===== src/rtl/clkdiv_mon.sv =====
// Period monitor for a divided clock: measures rising-to-rising period in clk cycles,
// classifies it against P +/- TOL, and tracks lock after LOCK_N consecutive good periods.
module clkdiv_mon #(
   parameter int P      = 5,
   parameter int TOL    = 0,
   parameter int LOCK_N = 4,
   parameter int W      = 16
) (
   input  logic         clk,
   input  logic         rst,
   input  logic         clk_in,
   output logic [W-1:0] period,
   output logic         period_valid,
   output logic         locked,
   output logic         err
);

   localparam int GW = $clog2(LOCK_N + 1);
   localparam logic [W-1:0]  P_W     = W'(P);
   localparam logic [W-1:0]  TOL_W   = W'(TOL);
   localparam logic [W-1:0]  TMO     = W'(4 * P);
   localparam logic [W-1:0]  CNT_MAX = {W{1'b1}};
   localparam logic [GW-1:0] LOCK_G  = GW'(LOCK_N);

   typedef enum logic [1:0] {IDLE, MEAS, CHECK, LOCK} state_t;

   function automatic logic is_good(input logic [W-1:0] meas);
      logic [W-1:0] diff;
      diff = (meas >= P_W) ? (meas - P_W) : (P_W - meas);
      return (diff <= TOL_W);
   endfunction

   logic          sync1, sync2, sync3;
   logic [1:0]    warm;
   logic          armed;
   logic [W-1:0]  cnt;
   logic [GW-1:0] gcnt;
   state_t        state;
   logic          rise;
   logic          timeout;
   logic          good;
   logic [GW-1:0] gcnt_inc;

   // Edges are armed only once the synchronizer has carried a real low level,
   // so a clk_in already high at reset release is not mistaken for a rising edge.
   assign rise     = armed & sync2 & ~sync3;
   assign timeout  = (state != IDLE) && (cnt == TMO) && !rise;
   assign good     = is_good(cnt);
   assign gcnt_inc = gcnt + GW'(1);

   // Synchronizer, edge-history flop and post-reset arming
   always_ff @(posedge clk or posedge rst) begin
      if (rst) begin
         sync1 <= 1'b0;
         sync2 <= 1'b0;
         sync3 <= 1'b0;
         warm  <= 2'd0;
         armed <= 1'b0;
      end else begin
         sync1 <= clk_in;
         sync2 <= sync1;
         sync3 <= sync2;
         if (warm != 2'd2) begin
            warm <= warm + 2'd1;
         end else begin
            warm <= warm;
         end
         if (warm == 2'd2 && !sync2) begin
            armed <= 1'b1;
         end else begin
            armed <= armed;
         end
      end
   end

   // Cycles since the last detected edge, saturating
   always_ff @(posedge clk or posedge rst) begin
      if (rst) begin
         cnt <= {W{1'b0}};
      end else if (rise) begin
         cnt <= W'(1);
      end else if (cnt != CNT_MAX) begin
         cnt <= cnt + W'(1);
      end else begin
         cnt <= cnt;
      end
   end

   // Lock state machine with registered period/pulse/lock outputs
   always_ff @(posedge clk or posedge rst) begin
      if (rst) begin
         state        <= IDLE;
         gcnt         <= {GW{1'b0}};
         period       <= {W{1'b0}};
         period_valid <= 1'b0;
         err          <= 1'b0;
         locked       <= 1'b0;
      end else begin
         period_valid <= 1'b0;
         err          <= 1'b0;
         case (state)
            IDLE: begin
               gcnt   <= {GW{1'b0}};
               locked <= 1'b0;
               if (rise) begin
                  state <= MEAS;
               end else begin
                  state <= IDLE;
               end
            end
            MEAS, CHECK, LOCK: begin
               if (rise) begin
                  period       <= cnt;
                  period_valid <= 1'b1;
                  if (good && state == LOCK) begin
                     state  <= LOCK;
                     locked <= 1'b1;
                  end else if (good) begin
                     // gcnt is zero on entry to MEAS, so this covers the first good period too
                     gcnt <= gcnt_inc;
                     if (gcnt_inc == LOCK_G) begin
                        state  <= LOCK;
                        locked <= 1'b1;
                     end else begin
                        state  <= CHECK;
                        locked <= 1'b0;
                     end
                  end else begin
                     gcnt   <= {GW{1'b0}};
                     err    <= 1'b1;
                     state  <= CHECK;
                     locked <= 1'b0;
                  end
               end else if (timeout) begin
                  gcnt   <= {GW{1'b0}};
                  err    <= 1'b1;
                  state  <= IDLE;
                  locked <= 1'b0;
               end else begin
                  state  <= state;
                  locked <= locked;
               end
            end
            default: begin
               state  <= IDLE;
               gcnt   <= {GW{1'b0}};
               locked <= 1'b0;
            end
         endcase
      end
   end

endmodule

===== config.mk =====
export PLATFORM = sky130hd
export DESIGN_NAME = clkdiv_mon
export DESIGN_NICKNAME = d
export VERILOG_FILES = /design/src/rtl/clkdiv_mon.sv
export SDC_FILE = /design/constraint.sdc
export NUM_CORES = 1
export LEC_CHECK = 0
export CELL_PAD_IN_SITES_DETAIL_PLACEMENT = 1
export CELL_PAD_IN_SITES_GLOBAL_PLACEMENT = 2
export CORE_MARGIN = 5
export CORE_UTILIZATION = 41
export CTS_BUF_LIST = sky130_fd_sc_hd__clkbuf_8
export CTS_CLUSTER_DIAMETER = 80
export DETAILED_ROUTE_END_ITERATION = 8
export HOLD_SLACK_MARGIN = 0.12
export PLACE_DENSITY = 0.9
export SLEW_MARGIN = 20
export SYNTH_ARGS = -nofsm -noshare
export SYNTH_HDL_FRONTEND = slang
export SYNTH_SLANG_ARGS = --single-unit

===== constraint.sdc =====
create_clock -name clk -period 6.45 [get_ports clk]
set_input_delay 0.9675 -clock clk [delete_from_list [all_inputs] [get_ports clk]]
set_output_delay 0.9675 -clock clk [all_outputs]
set_load 0.01 [all_outputs]

==> results_dict.tcl, run 1 <==
set metrics [dict create \
    status "finished clean" \
    core_mm2 0.005851 \
    vias 1836 \
    avgSynthCellArea_um2 10.05 \
    r2r_cells 8 \
    max_cap_viol_count 0 \
    period_minus_slack_ns 2.566 \
    setup_violations 0 \
    grt_max_degree 47 \
    min-delay-start "sync1" \
    max_slew.worst_pin.slew_ns 0.7907 \
    nets 269 \
    die-area_mm2 0.007570 \
    ys_warn_count 0 \
    fin_crit_sh 0.3978 \
    cts.path.max_buffers 2 \
    start_util 0.4155 \
    leakagePower_nw 1.212 \
    synth.cell_area_mm2 0.002431 \
    gp_congestion 0.7980 \
    antenna_found_initial 0 \
    tns_ns 0 \
    ir_drop_mv 0.1135 \
    synth_ff_type "dfrtp_1" \
    internal-power_w 0.0004934 \
    grt_pass1_wl_um 9708 \
    grt_pass1_vias 1907 \
    post_cts_resized 0 \
    placedInstanceArea_mm2 0.002673 \
    critical_path_depth 8 \
    clock-sinks 46 \
    die_h_um 87.01 \
    cp-start-kind "flop" \
    syn_inst 242 \
    cpPeakStageDelay_ns 0.54 \
    synth_seq_cells 46 \
    fmaxAchievable_mhz 389.7 \
    pwr-share-clk 0.242 \
    path_cells "inv_1 > ha_1 > nor2b_1 > o21bai_1 > or3b_2 > a21oi_1 > nand4_2 > a21boi_1" \
    io_pins 22 \
    die_x_um 87.01 \
    powerDensity_mw_per_mm2 272.3 \
    cp_data_required_time_ns 6.66 \
    ctsHtreeMaxLevel 2 \
    via_per_inst 5.514 \
    rsz0062_at_grt "no" \
    crit_type "flop to flop" \
    hold_depth 0 \
    rows 28 \
    synth_area_leaders "dfrtp_1 (47%), mux2_2 (6.5%), ha_1 (4.6%)" \
    dp.final_hpwl_um 4098 \
    cts-buffers-inserted 5 \
    hold_path_class "flop to flop" \
    critical_path.startpoint "cnt[0]" \
    cp-end-kind "flop" \
    drcViolationCount 0 \
    final_max_slew_viol_count 0 \
    crit_slowest_cell "dfrtp_1" \
    firstDrtPassIters 4 \
    design_area_mm2 0.002764 \
    hold_buffers 0 \
    yosysMostFrequentCell "dfrtp_1" \
    wire_per_inst_um 17.27 \
    grt_overflow 0 \
    crit_family "simple AND/OR/NAND/NOR gates" \
    max-slew-margin-rel 0.4722 \
    yosys-top-cells-count "dfrtp_1 (46), nor2_1 (24), nand2_1 (20)" \
    ys_types 51 \
    crit_arrival_ns 2.77 \
    synth_top_cell_by_area "dfrtp_1" \
    place.port_buffers 21 \
    synth_edf_count 0 \
    pwr-share-seq 0.460 \
    switching_power_w 0.0002593 \
    worst-path-max-fanout 8 \
    ant_nets 0 \
    clkLatencyLatePin_ns 0.31 \
    synthToLayoutAreaGrowth_pct 13.69 \
    yosysTopAreaCellShare 0.4735 \
    num_antenna_cells 0 \
    cts_tree "built" \
    final_core_util 0.4724 \
    p_sw_frac 0.3445 \
    syn_nets 254 \
    r2r-start "cnt[0]" \
    wl_um 5752 \
    first_iter_violations 79 \
    finalHoldViolations 0 \
    synth_seq_area_share 0.4735 \
    track_usage 0.1665 \
    root_buffer "clkbuf_8" \
    skew_ns 0.01629 \
    post-cts-setup-buffers 0 \
    drive_above_1_share 0.1240 \
    async_flop_share 1.000 \
    pwr-share-comb 0.298 \
    crit_buf_inv 1 \
    path_clk_slew_ns 0.10 \
]
[cell families (layout without fill, tap and decap cells)]
kind of cell	Yosys count	after routing	share of synthesized area
muxes	14	14	0.06485
adders and majority gates	10	10	0.05044
buffers and inverters	26	42	0.04735
and+or+nand+nor	93	93	0.2064
DFF	46	46	0.4735
xor gates and xnor gates	12	12	0.04323
AOI/OAI and AO/OA	41	41	0.1143
[worst reg2reg max path, delay by kind of cell (launching register included)]
| family | cells | cell delay (ns) |
|---|---|---|
| buffers and inverters | 1 | 0.15 |
| AND/OR/NAND/NOR | 3 | 0.94 |
| AO/OA/AOI/OAI | 3 | 0.54 |
| flip-flops | 1 | 0.54 |
| adder cells (fa/ha/maj) | 1 | 0.30 |
[through the flow]
stage	cells	setup WS (ns)	total power, W	hold WS (ns)
after floorplan	242	4.241	0.0005052	0.3312
after global placement	325	3.902	0.0005693	0.3374
after detailed placement	325	3.940	0.0005738	0.3498
after CTS	333	3.905	0.0007593	0.3708
after global routing	333	3.625	0.0008000	0.3887
final	333	3.884	0.0007526	0.3641
[placed cells by master (no fill, tap or decap), types with 2 or more instances in the layout]
master and n:
mux2_2 14, o21ai_1 5, nand2_1 20, nor2_1 24, inv_1 11, nor4_1 2
a211oi_1 3, clkdlybuf4s50_1 21, xor2_1 6, nor2b_1 4, xnor2_1 6, nand2b_1 4
dfrtp_1 46, nand3_1 9, nand4_1 5, ha_1 9, nor3_1 7, o21ai_0 10
and3_1 3, a31oi_1 5, a21oi_1 5, a311oi_1 2, clkinv_2 2, clkbuf_8 5
[state kept, by name (all words and copies together), names as in the netlist, 2 cells and up]
| register | count |
|---|---|
| cnt | 16 |
| gcnt | 3 |
| period | 16 |
| state | 2 |
| warm | 2 |
[power groups by stage]
stage	sequential (W)	combinational [W]	clock (W)
5_1_grt	0.000350	0.000249	0.000201
3_3_place_gp	0.000350	0.000219	0
6_report	0.000346	0.000224	0.000182
4_1_cts	0.000346	0.000225	0.000188
3_5_place_dp	0.000351	0.000222	0
2_1_floorplan	0.000337	0.000168	0
[routing by layer]
metal,share of wire,up-vias,routed length [µm],track usage
met5,0,-,0,0
li1,-,877,-,-
met1,0.48,917,2746,0.2305
met2,0.47,31,2729,0.2595
met4,0.018,0,105,0.05666
met3,0.030,11,171,0.03406
[cell type report]
class / instances / area [µm²]
tap: 75 / 93.84
inverter: 12 / 46.29
fill: 659 / 3087
sequential: 46 / 1151
timing repair buffer: 22 / 217.7
multi-input combinational: 170 / 1165
clock buffer: 5 / 68.82
clock inverter: 3 / 21.27
[worst paths after layout]
check                            endpoint  slack, ns
worst max-delay path                  err       3.88
worst min-delay path                sync2       0.36
worst max register to register        err       3.88
worst min register to register      sync2       0.36
max in group asynchronous        state[1]       4.87
min in group asynchronous       period[7]       1.10
Note: power is estimated with default switching activity, not from simulation.
==> run 2: changes to the inputs <==
- CORE_UTILIZATION: 41 -> 38
- PLACE_DENSITY: 0.9 -> 0.84
- clock period: 6.45 -> 2.5 ns (I/O delays scaled with it)
==> run 2 against run 1 <==
  * Non-clock buffer count increased by 15
  * Cell area increased by 5.3%
  * Wire length increased by 0.71%
  * Global-route usage decreased by 1.6 points
  * Register-to-register slack got worse by 3.7 ns
  * Clock skew decreased by 0.011 ns
  * Clock-buffer cell count unchanged
  * Die area increased by 7.0%
  * Sequential power increased by 150%
  * Flip-flop and latch count unchanged
  * Final cell count increased by 5.1%
  * Largest cell class unchanged
==> results_dict.tcl, run 2 (same netlist as run 1, synthesis figures left out) <==
set metrics [dict create \
    routed.top_layer "met4" \
    max_slew.worst_pin.slew_ns 0.6859 \
    r2r_cells 8 \
    top_regs "cnt: 16 flops, period: 16 flops, gcnt: 3 flops" \
    finalHoldViolations 0 \
    pwr-share-comb 0.313 \
    max_cap_viol_count 0 \
    gp_congestion 0.8084 \
    fmaxAchievable_mhz 430.4 \
    clock-sinks 46 \
    rows 29 \
    wire_per_inst_um 16.55 \
    cts-buffers-inserted 5 \
    max-slew-margin-rel 0.5411 \
    grt_pass1_wl_um 10070 \
    cts_tree "built" \
    core_mm2 0.006277 \
    drcViolationCount 0 \
    critical_path.startpoint "cnt[1]" \
    num_antenna_cells 0 \
    fin_crit_sh 0.9293 \
    crit_arrival_ns 2.51 \
    powerDensity_mw_per_mm2 708.4 \
    internal-power_w 0.001406 \
    placedInstanceArea_mm2 0.002788 \
    drive_above_1_share 0.1795 \
    grt_max_degree 47 \
    nets 284 \
    cts.path.max_buffers 2 \
    die_x_um 89.99 \
    cp-endpoint "err" \
    root_buffer "clkbuf_8" \
    dp.final_hpwl_um 4257 \
    min-delay-start "sync1" \
    die-area_mm2 0.008097 \
    die_h_um 89.99 \
    worst-path-max-fanout 6 \
    design_area_mm2 0.002909 \
    pre_cts_slack_ns 0.06523 \
    hold_path_class "flop to flop" \
    grt_pass1_vias 1990 \
    ctsHtreeMaxLevel 2 \
    wl_um 5793 \
    ant_nets 0 \
    met2WireLength_um 2884 \
    ir_drop_mv 0.3520 \
    period_minus_slack_ns 2.323 \
    first_iter_violations 38 \
    io_pins 22 \
    tns_ns 0 \
    grt_overflow 0 \
    synthToLayoutAreaGrowth_pct 19.66 \
    pwr-share-clk 0.271 \
    cp-start-kind "flop" \
    m1WireLength_um 2724 \
    mostFrequentLayoutCell "dfrtp_1" \
    cp_data_required_time_ns 2.69 \
    fin_ws_ns 0.1768 \
    path_clk_slew_ns 0.09 \
    setup_violations 0 \
    reg2reg_to "err" \
    vias 1824 \
    r2r-start "cnt[1]" \
    p_sw_frac 0.3177 \
    skew_ns 0.005725 \
    start_util 0.3873 \
    r2r_slack_ns 0.18 \
    switching_power_w 0.0006547 \
    rsz0062_at_grt "no" \
    crit_type "flop to flop" \
    final_cell_mix "dfrtp_1 (46), nor2_1 (24), clkdlybuf4s50_1 (21), nand2_1 (20), buf_4 (16)" \
    wl_met3_um 138 \
    final_max_slew_viol_count 0 \
    post-cts-setup-buffers 0 \
    antenna_found_initial 0 \
    cp-end-kind "flop" \
    firstDrtPassIters 4 \
    leakagePower_nw 1.306 \
    pwr-share-seq 0.415 \
    via_per_inst 5.211 \
    clkLatencyLatePin_ns 0.30 \
    track_usage 0.1507 \
    status "finished clean" \
    place.port_buffers 21 \
]
run 2: worst min path at each step:
stage,cells after the start,slack [ns],endpoint
5_1_grt,0,0.38,sync2
4_1_cts,0,0.37,sync2
2_1_floorplan,0,0.33,sync2
6_report,0,0.36,sync2
3_5_place_dp,0,0.35,sync2
3_3_place_gp,0,0.33,sync2
run 2: worst max-delay path, stage by stage (launching register included):
cell	delay, ns
dfrtp_1	0.42
inv_1	0.14
ha_1	0.28
nor2b_2	0.20
o21bai_1	0.13
or3b_2	0.47
a21oi_1	0.19
nand4_2	0.20
a21boi_1	0.18
run 2: routing by layer:
metal,vias up,global-route usage
met3,5,0.03422
met4,0,0.02605
li1,905,-
met2,18,0.2628
met5,-,0
met1,896,0.1928
run 2: timing repair:
item | in CTS | in global routing
hold buffers | 0 | 0
resized for setup | 0 | 3
setup endpoints to repair | 0 | 6
hold endpoints to repair | 0 | 0
run 2: cell type report:
class / instances / area [µm²]
flip-flops and latches: 46 / 1151
multi-input cells: 170 / 1174
fillers: 717 / 3368
inverters: 12 / 45.04
clock inverters: 3 / 43.79
repair buffers: 37 / 330.3
well taps: 77 / 96.34
clock buffers: 5 / 68.82
run 2: stage by stage:
stage                     total power [W]    util  instances  hold slack (ns)
after floorplan                  0.001303       -        242           0.3312
after global placement           0.001504  0.4441        342           0.3350
after detailed placement         0.001511  0.4441        342           0.3472
after CTS                        0.002081  0.4620        350           0.3674
after global routing             0.002199  0.4634        350           0.3796
final                            0.002061  0.4634        350           0.3621
run 2: power by group through the flow:
stage	Sequential, W	Clock (W)	Combinational [W]
6_report	0.000856	0.000559	0.000646
5_1_grt	0.000866	0.000616	0.000718
4_1_cts	0.000858	0.000579	0.000644
3_5_place_dp	0.000872	0	0.000639
3_3_place_gp	0.000868	0	0.000636
2_1_floorplan	0.000869	0	0.000434
